### src/rtl/de0_nano_sysid_ext.sv
`default_nettype none
// ============================================================================
// Module   : de0_nano_sysid_ext
// Purpose  : System-ID / uptime slave for the DE0-Nano Avalon-MM data master.
//            Word 0 ID, word 1 build timestamp, words 2/3 a coherent 64-bit
//            view of a free-running uptime counter, word 4 CTRL (FREEZE,
//            CLEAR pulse, sticky OVF), words 5.. byte-enabled scratch.
//            Reads return after a fixed READ_LATENCY; no waitrequest.
// Ports    : clock         - sole clock
//            reset_n       - asynchronous, active-low reset
//            address[2:0]  - word address
//            read / write  - transfer strobes, one transfer per cycle
//            writedata[31:0], byteenable[3:0] - write payload and lanes
//            readdata[31:0], readdatavalid    - read response (data is 0
//                                               whenever valid is low)
// Revision : 1.0 - initial release
// ============================================================================
module de0_nano_sysid_ext #(
   parameter logic [31:0] ID_VALUE     = 32'h0000_0000,
   parameter logic [31:0] TIMESTAMP    = 32'd1627626367,
   parameter int          UPTIME_WIDTH = 48,
   parameter int          NUM_SCRATCH  = 2,
   parameter int          READ_LATENCY = 1,
   // Counter value loaded at reset; lets simulation start near the wrap.
   parameter logic [63:0] UPTIME_RESET = 64'd0
) (
   input  logic        clock,
   input  logic        reset_n,
   input  logic [2:0]  address,
   input  logic        read,
   input  logic        write,
   input  logic [31:0] writedata,
   input  logic [3:0]  byteenable,
   output logic [31:0] readdata,
   output logic        readdatavalid
);

   localparam logic [2:0] c_ADDR_ID   = 3'd0;
   localparam logic [2:0] c_ADDR_TS   = 3'd1;
   localparam logic [2:0] c_ADDR_LO   = 3'd2;
   localparam logic [2:0] c_ADDR_HI   = 3'd3;
   localparam logic [2:0] c_ADDR_CTRL = 3'd4;
   localparam logic [2:0] c_ADDR_SCR0 = 3'd5;
   localparam logic [UPTIME_WIDTH-1:0] c_COUNT_ONE = {{(UPTIME_WIDTH-1){1'b0}}, 1'b1};

   logic [UPTIME_WIDTH-1:0] r_count;
   logic [31:0]             r_hi_shadow;
   logic                    r_freeze;
   logic                    r_ovf;
   logic [31:0]             r_scratch [NUM_SCRATCH];
   logic [READ_LATENCY-1:0] r_pipe_valid;
   logic [31:0]             r_pipe_data [READ_LATENCY];

   logic [63:0] w_count64;
   logic        w_ctrl_wr;
   logic        w_clear;
   logic        w_wrap;
   logic [31:0] w_rd_data;

   assign w_count64 = 64'(r_count);

   // CTRL only listens to lane 0; a write without it is a no-op.
   assign w_ctrl_wr = write && (address == c_ADDR_CTRL) && byteenable[0];
   assign w_clear   = w_ctrl_wr && writedata[1];
   // CLEAR outranks the wrap, so a coincident clear never raises OVF.
   assign w_wrap    = !w_clear && !r_freeze && (&r_count);

   // ---------------------------------------------------------------- counter
   always_ff @(posedge clock or negedge reset_n) begin
      if (!reset_n) begin
         r_count     <= UPTIME_RESET[UPTIME_WIDTH-1:0];
         r_freeze    <= 1'b0;
         r_ovf       <= 1'b0;
         r_hi_shadow <= '0;
      end else begin
         if (w_clear) begin
            r_count <= '0;
         end else if (!r_freeze) begin
            r_count <= r_count + c_COUNT_ONE;
         end

         // FREEZE uses the old value this cycle, so the write cycle still counts.
         if (w_ctrl_wr) begin
            r_freeze <= writedata[0];
         end

         // Set beats clear when a wrap and a write-1-to-clear coincide.
         if (w_wrap) begin
            r_ovf <= 1'b1;
         end else if (w_ctrl_wr && writedata[2]) begin
            r_ovf <= 1'b0;
         end

         // HI shadow is captured from the same sample the LO read returns.
         if (read && (address == c_ADDR_LO)) begin
            r_hi_shadow <= w_count64[63:32];
         end
      end
   end

   // ---------------------------------------------------------------- scratch
   always_ff @(posedge clock or negedge reset_n) begin
      if (!reset_n) begin
         for (int i = 0; i < NUM_SCRATCH; i++) begin
            r_scratch[i] <= '0;
         end
      end else if (write) begin
         for (int i = 0; i < NUM_SCRATCH; i++) begin
            if (address == (c_ADDR_SCR0 + 3'(i))) begin
               for (int b = 0; b < 4; b++) begin
                  if (byteenable[b]) begin
                     r_scratch[i][8*b +: 8] <= writedata[8*b +: 8];
                  end
               end
            end
         end
      end
   end

   // ---------------------------------------------------------------- read mux
   // Sampled from pre-update state, so a same-cycle write is not visible yet.
   always_comb begin
      w_rd_data = '0;
      case (address)
         c_ADDR_ID:   w_rd_data = ID_VALUE;
         c_ADDR_TS:   w_rd_data = TIMESTAMP;
         c_ADDR_LO:   w_rd_data = w_count64[31:0];
         c_ADDR_HI:   w_rd_data = r_hi_shadow;
         c_ADDR_CTRL: w_rd_data = {29'd0, r_ovf, 1'b0, r_freeze};
         default: begin
            for (int i = 0; i < NUM_SCRATCH; i++) begin
               if (address == (c_ADDR_SCR0 + 3'(i))) begin
                  w_rd_data = r_scratch[i];
               end
            end
         end
      endcase
   end

   // ---------------------------------------------------------------- response
   // Data is zeroed at entry so the pipe never carries stale data with valid low.
   always_ff @(posedge clock or negedge reset_n) begin
      if (!reset_n) begin
         r_pipe_valid <= '0;
         for (int i = 0; i < READ_LATENCY; i++) begin
            r_pipe_data[i] <= '0;
         end
      end else begin
         r_pipe_valid[0] <= read;
         r_pipe_data[0]  <= read ? w_rd_data : 32'd0;
         for (int i = 1; i < READ_LATENCY; i++) begin
            r_pipe_valid[i] <= r_pipe_valid[i-1];
            r_pipe_data[i]  <= r_pipe_data[i-1];
         end
      end
   end

   assign readdatavalid = r_pipe_valid[READ_LATENCY-1];
   assign readdata      = r_pipe_data[READ_LATENCY-1];

endmodule
`default_nettype wire

### config.mk
export PLATFORM = sky130hd
export DESIGN_NAME = de0_nano_sysid_ext
export DESIGN_NICKNAME = d
export VERILOG_FILES = /design/src/rtl/de0_nano_sysid_ext.sv
export SDC_FILE = /design/constraint.sdc
export NUM_CORES = 1
export LEC_CHECK = 0
export ABC_AREA = 1
export ABC_CLOCK_PERIOD_IN_PS = 1500
export CORE_ASPECT_RATIO = 0.5
export CORE_MARGIN = 2
export CORE_UTILIZATION = 30
export CTS_CLUSTER_DIAMETER = 120
export DETAILED_ROUTE_END_ITERATION = 7
export GPL_TIMING_DRIVEN = 0
export PLACE_DENSITY = 0.55
export SLEW_MARGIN = 15
export SYNTH_ARGS = -nofsm -noshare
export SYNTH_HDL_FRONTEND = slang
export SYNTH_SLANG_ARGS = --single-unit
### constraint.sdc
create_clock -name clock -period 1.5 [get_ports clock]
set_input_delay 0.3 -clock clock [delete_from_list [all_inputs] [get_ports clock]]
set_output_delay 0.3 -clock clock [all_outputs]
set_load 0.05 [all_outputs]
==> metrics.yaml <==
synth_edf_count: 0
reg2reg_slack_ps: -110
arrival_ps: 1970
slew_headroom_pct: 61.4
final_antenna_net_count: 0
cts_made_buffers: 17
drive_above_1_share_pct: 26.9
worst-path-buf-inv: 1
core_um2: 26500
clk_pin_slew_ps: 70
portBuffers: 73
outcome: "finished, violations left"
setup_viol: 30
grt_first_pass_wirelength_mm: 40.7
ir_drop_mv: 0.701
grt_pass1_vias: 7124
synth.most_common_cell: "nand2_1"
final_nets: 1164
gp_congestion: 0.909
dieArea_um2: 28500
path_cells: "ha_4 > inv_4 > nor2_4 > nand2_2 > nor2_4 > nand4_1 > o21ai_1"
ios: 76
wl_mm: 26.1
cp_top_family: "simple AND/OR/NAND/NOR gates"
cp_common_cell: "nor2_4"
fill_cells: 2631
ys_seq_elements: 163
required_ps: 1860
ys_warn_count: 0
die_h_um: 120
start_kind: "register"
drtPass1Iterations: 5
cts_max_level: 4
via_per_inst: 4.87
maxCapViolations: 0
worst_pin_slew_ps: 579
worstSetupPathType: "register to register"
setup_tns_ps: -1790
synth_common_cells: "nand2_1 (237), dfrtp_1 (163), inv_1 (112), nor2_1 (110), o21ai_0 (81)"
synth.cell_area_um2: 8120
setup_slack_ps: -113
syn_to_final_growth_pct: 32.5
start_util_pct: 30.6
timing.final.crit_share_pct: 108
cts_tree: "yes"
yosys.area.top_type_share_pct: 50.2
clock_sinks: 163
power.leakage_nw: 4.67
clkLatencyLatePin_ps: 450
synth_area_leaders: "dfrtp_1 (50%), nand2_1 (11%), inv_1 (5.2%)"
final-hold-violation-count: 0
avgSynthCellArea_um2: 8.28
grt-ovfl-total: 0
antenna_found_initial: 1
synth.largest_area_cell: "dfrtp_1"
yosys_most_used_dff: "dfrtp_1"
diodes: 0
endpoint_kind: "register"
cpPeakStageDelay_ps: 440
violations: "setup timing"
drt_iter0_markers: 574
syn_inst: 981
fmax_mhz: 620
min_period_ps: 1610
rows: 42
multiInputGateArea_um2: 3780
syn-num-nets: 1025
drc: 0
skew_ps: 9.98
cts_buffer_depth: 2
grt_max_degree: 100
rsz0062_at_grt: "yes"
pre_cts_ws_ps: -894
synthDistinctLibCells: 34
vias: 7239
critPathSlowestCell: "dfrtp_1"
hold_ws_ps: 236
p_per_area_nw_per_um2: 1120
cts_root_buf: "clkbuf_16"
synthArstFlopShare_pct: 100
ff_latch_area_um2: 4090
track_usage_pct: 18.9
drt-wirelength-per-cell_um: 17.6
ys_seq_area_share_pct: 50.2
hold_class: "input pin to register"
hpwl_mm: 19.1
die-width_um: 237
drv_slew: 0
critPathMaxFanout: 4
==> worst reg2reg max path, delay by kind of cell, from the launching register on <==
family | cells | cell delay (ps)
AND/OR/NAND/NOR | 4 | 650
flip-flops | 1 | 440
AO/OA/AOI/OAI | 1 | 200
adder cells (fa/ha/maj) | 1 | 180
buffers and inverters | 1 | 50
==> final timing paths <==
| check | start | end | cells past startpoint |
|---|---|---|---|
| max reg2reg | r_count[1] | r_ovf | 7 |
| min in group asynchronous | reset_n | r_hi_shadow[9] | 2 |
| max in group asynchronous | reset_n | r_scratch[39] | 3 |
| max | r_count[1] | r_ovf | 7 |
| min | address[0] | readdata[1] | 3 |
| min reg2reg | r_scratch[0] | r_scratch[0] | 2 |
==> power breakdown <==
group	internal, mW	switching, mW
clock	2.55	1.94
sequential	4.98	0.337
combinational	0.926	1.33
total	8.46	3.61
==> metal layers <==
metal | routed length, um | vias to the layer above | track usage (%)
met2 | 11900 | 173 | 29.2
met1 | 12400 | 3580 | 27.0
met5 | 9 | - | 0
li1 | - | 3459 | -
met3 | 1490 | 25 | 4.00
met4 | 286 | 2 | 4.83
==> layout make-up <==
| cell class | count | area share (%) |
|---|---|---|
| buffer | 34 | 2.28 |
| clock buffer | 21 | 4.28 |
| clock inverter | 11 | 1.17 |
| inverter | 118 | 4.16 |
| multi-input combinational | 666 | 35.1 |
| sequential | 163 | 38.0 |
| tap | 352 | 4.09 |
| timing repair buffer | 120 | 10.9 |
==> flip-flops by register name, indices dropped and copies added, names as in the netlist <==
signal	cells
r_count	48
r_freeze	1
r_hi_shadow	16
r_ovf	1
r_scratch	64
readdata	32
readdatavalid	1
==> per-stage QoR <==
stage | cell area (um^2) | utilization [%] | cells | power, mW
after floorplan | 8120 | - | 981 | 6.46
after global placement | 9290 | 35.0 | 1406 | 7.15
after detailed placement | 9330 | 35.1 | 1407 | 7.19
after CTS | 10400 | 39.3 | 1471 | 11.9
after global routing | 10800 | 40.6 | 1485 | 12.6
final | 10800 | 40.6 | 1485 | 12.1
==> cell families (layout without fill, tap and decap cells) <==
family	Yosys count	count (layout)	synth area share (%)
multiplexers	29	29	4.21
buffers and inverters	152	304	8.33
AO/OA/AOI/OAI	185	185	12.9
adder cells (fa/ha/maj)	1	1	0.154
AND/OR/NAND/NOR	451	451	24.2
flip-flops	163	163	50.2
==> placed cells by master (no fill, tap or decap), types with 24 or more instances in the layout <==
| cell | count |
|---|---|
| a21oi_1 | 45 |
| buf_4 | 51 |
| clkdlybuf4s15_2 | 32 |
| clkdlybuf4s50_1 | 37 |
| dfrtp_1 | 153 |
| inv_1 | 107 |
| mux2_2 | 25 |
| nand2_1 | 219 |
| nand3_1 | 32 |
| nor2_1 | 76 |
| nor2_2 | 25 |
| nor2_4 | 24 |
| o21ai_0 | 72 |
==> timing repair <==
item / 4_1_cts / 5_1_grt
pin swaps: 22 / 25
hold buffers: 1 / 0
setup buffers: 31 / 14
resized for setup: 183 / 66
endpoints found under the setup margin: 161 / 67
gates cloned: 0 / 0
hold endpoints to repair: 64 / 0
Power figures use the tool's default switching activity.
==> edit (same settings) <==
Add an input register stage for `writedata`, cleared by the reset; this delays it by one clock. The other inputs are not delayed to match.
--- a/src/rtl/de0_nano_sysid_ext.sv
+++ b/src/rtl/de0_nano_sysid_ext.sv
@@ -45,2 +45,12 @@
 
+   logic [31:0] writedata_q;
+
+   always_ff @(posedge clock or negedge reset_n) begin
+      if (!reset_n) begin
+         writedata_q <= '0;
+      end else begin
+         writedata_q <= writedata;
+      end
+   end
+
    logic [UPTIME_WIDTH-1:0] r_count;
@@ -63,3 +73,3 @@
    assign w_ctrl_wr = write && (address == c_ADDR_CTRL) && byteenable[0];
-   assign w_clear   = w_ctrl_wr && writedata[1];
+   assign w_clear   = w_ctrl_wr && writedata_q[1];
    // CLEAR outranks the wrap, so a coincident clear never raises OVF.
@@ -83,3 +93,3 @@
          if (w_ctrl_wr) begin
-            r_freeze <= writedata[0];
+            r_freeze <= writedata_q[0];
          end
@@ -89,3 +99,3 @@
             r_ovf <= 1'b1;
-         end else if (w_ctrl_wr && writedata[2]) begin
+         end else if (w_ctrl_wr && writedata_q[2]) begin
             r_ovf <= 1'b0;
@@ -111,3 +121,3 @@
                   if (byteenable[b]) begin
-                     r_scratch[i][8*b +: 8] <= writedata[8*b +: 8];
+                     r_scratch[i][8*b +: 8] <= writedata_q[8*b +: 8];
                   end
Function: changed (a bounded check fails within 4 cycles, from zero or initial values and one cycle with reset_n low).
==> edit against the unedited design <==
The flow still finishes with violations (negative setup slack); via count increased by 5.8%; sequential cell count rose by 32; total power increased by 10%; clock skew about the same; final area is 9.1% higher; wire length grew 3.4%; first-iteration DRC count increased by 21%; area after synthesis up 6.5%; global-route usage shrank 1.0 points; final cell count increased by 5.2%; setup slack lost 0.093 ns; critical path type unchanged; critical endpoint is now r_count[28]$_DFFE_PN0P_.
==> edit: results (changes against the unedited design) <==
final setup margin -0.206 ns (was -0.113 ns); endpoints failing setup 29 (was 30); hold_ws 0.127 ns (was 0.236 ns); Slew HR 0.600 (was 0.614); largest net degree at the start of global routing 82 (was 100); synth cell count leaders nand2_1 (234), dfrtp_1 (195), nor2_1 (136) (was nand2_1 (237), dfrtp_1 (163), inv_1 (112)); sw frac 0.295 (was 0.299); dpl ws -1.14 ns (was -0.894 ns); leak pwr 0.00530 uW (was 0.00467 uW); layout cell share with drive strength beyond 1 0.255 (was 0.269); Max Used Layer met4 (was met5); Worst Skew 0.00977 ns (was 0.00998 ns); Seq group 6270 uW (was 5320 uW); reg-to-reg endpoint r_count[28]$_DFFE_PN0P_ (was r_ovf$_DFFE_PN0P_); Reg2Reg Depth 11 (was 7); Synth Area in Adders 0.00145 (was 0.00154); Total Power 13300 uW (was 12100 uW); grt met3 use 0.0310 (was 0.0400); status finished, violations left (unchanged); post-synthesis sequential area ratio 0.564 (was 0.502); Worst EP arrival 2.03 ns (was 1.97 ns); WL final 27000 um (was 26100 um); drt first-iter violations 695 (was 574); Placed Area 0.00994 mm2 (was 0.00933 mm2); VDD IR max 861 uV (was 701 uV); failing checks negative setup slack (unchanged); GR Util met1 0.259 (was 0.270); Compound-Gate Fraction of Synth Area 0.129 (about the same); global placer's final weighted congestion 0.912 (was 0.909); Netlist cell types 33 (was 34); WL met2 12100 um (was 11900 um); Via Count 7660 (was 7239)
edit: worst max path at each step:
| stage | start | to | slack [ns] |
|---|---|---|---|
| 3_3_place_gp | reset_n | r_count[42]$_DFFE_PN0P_ | -7.99 |
| 3_5_place_dp | address[2] | readdata[22]$_DFF_PN0_ | -1.14 |
| 5_1_grt | r_count[0]$_DFFE_PN0P_ | r_count[40]$_DFFE_PN0P_ | -0.30 |
| 4_1_cts | r_count[0]$_DFFE_PN0P_ | r_count[38]$_DFFE_PN0P_ | -0.16 |
| 2_1_floorplan | r_count[0]$_DFFE_PN0P_ | r_count[26]$_DFFE_PN0P_ | -0.002 |
| 6_report | r_count[0]$_DFFE_PN0P_ | r_count[28]$_DFFE_PN0P_ | -0.21 |
edit: final cells by class:
type                       count  share of cell area
buffer                        31              0.0155
clock buffer                  20              0.0389
clock inverter                12              0.0139
inverter                     123              0.0398
multi-input combinational    662               0.322
sequential                   195               0.417
tap                          382              0.0407
timing repair buffer         137               0.112
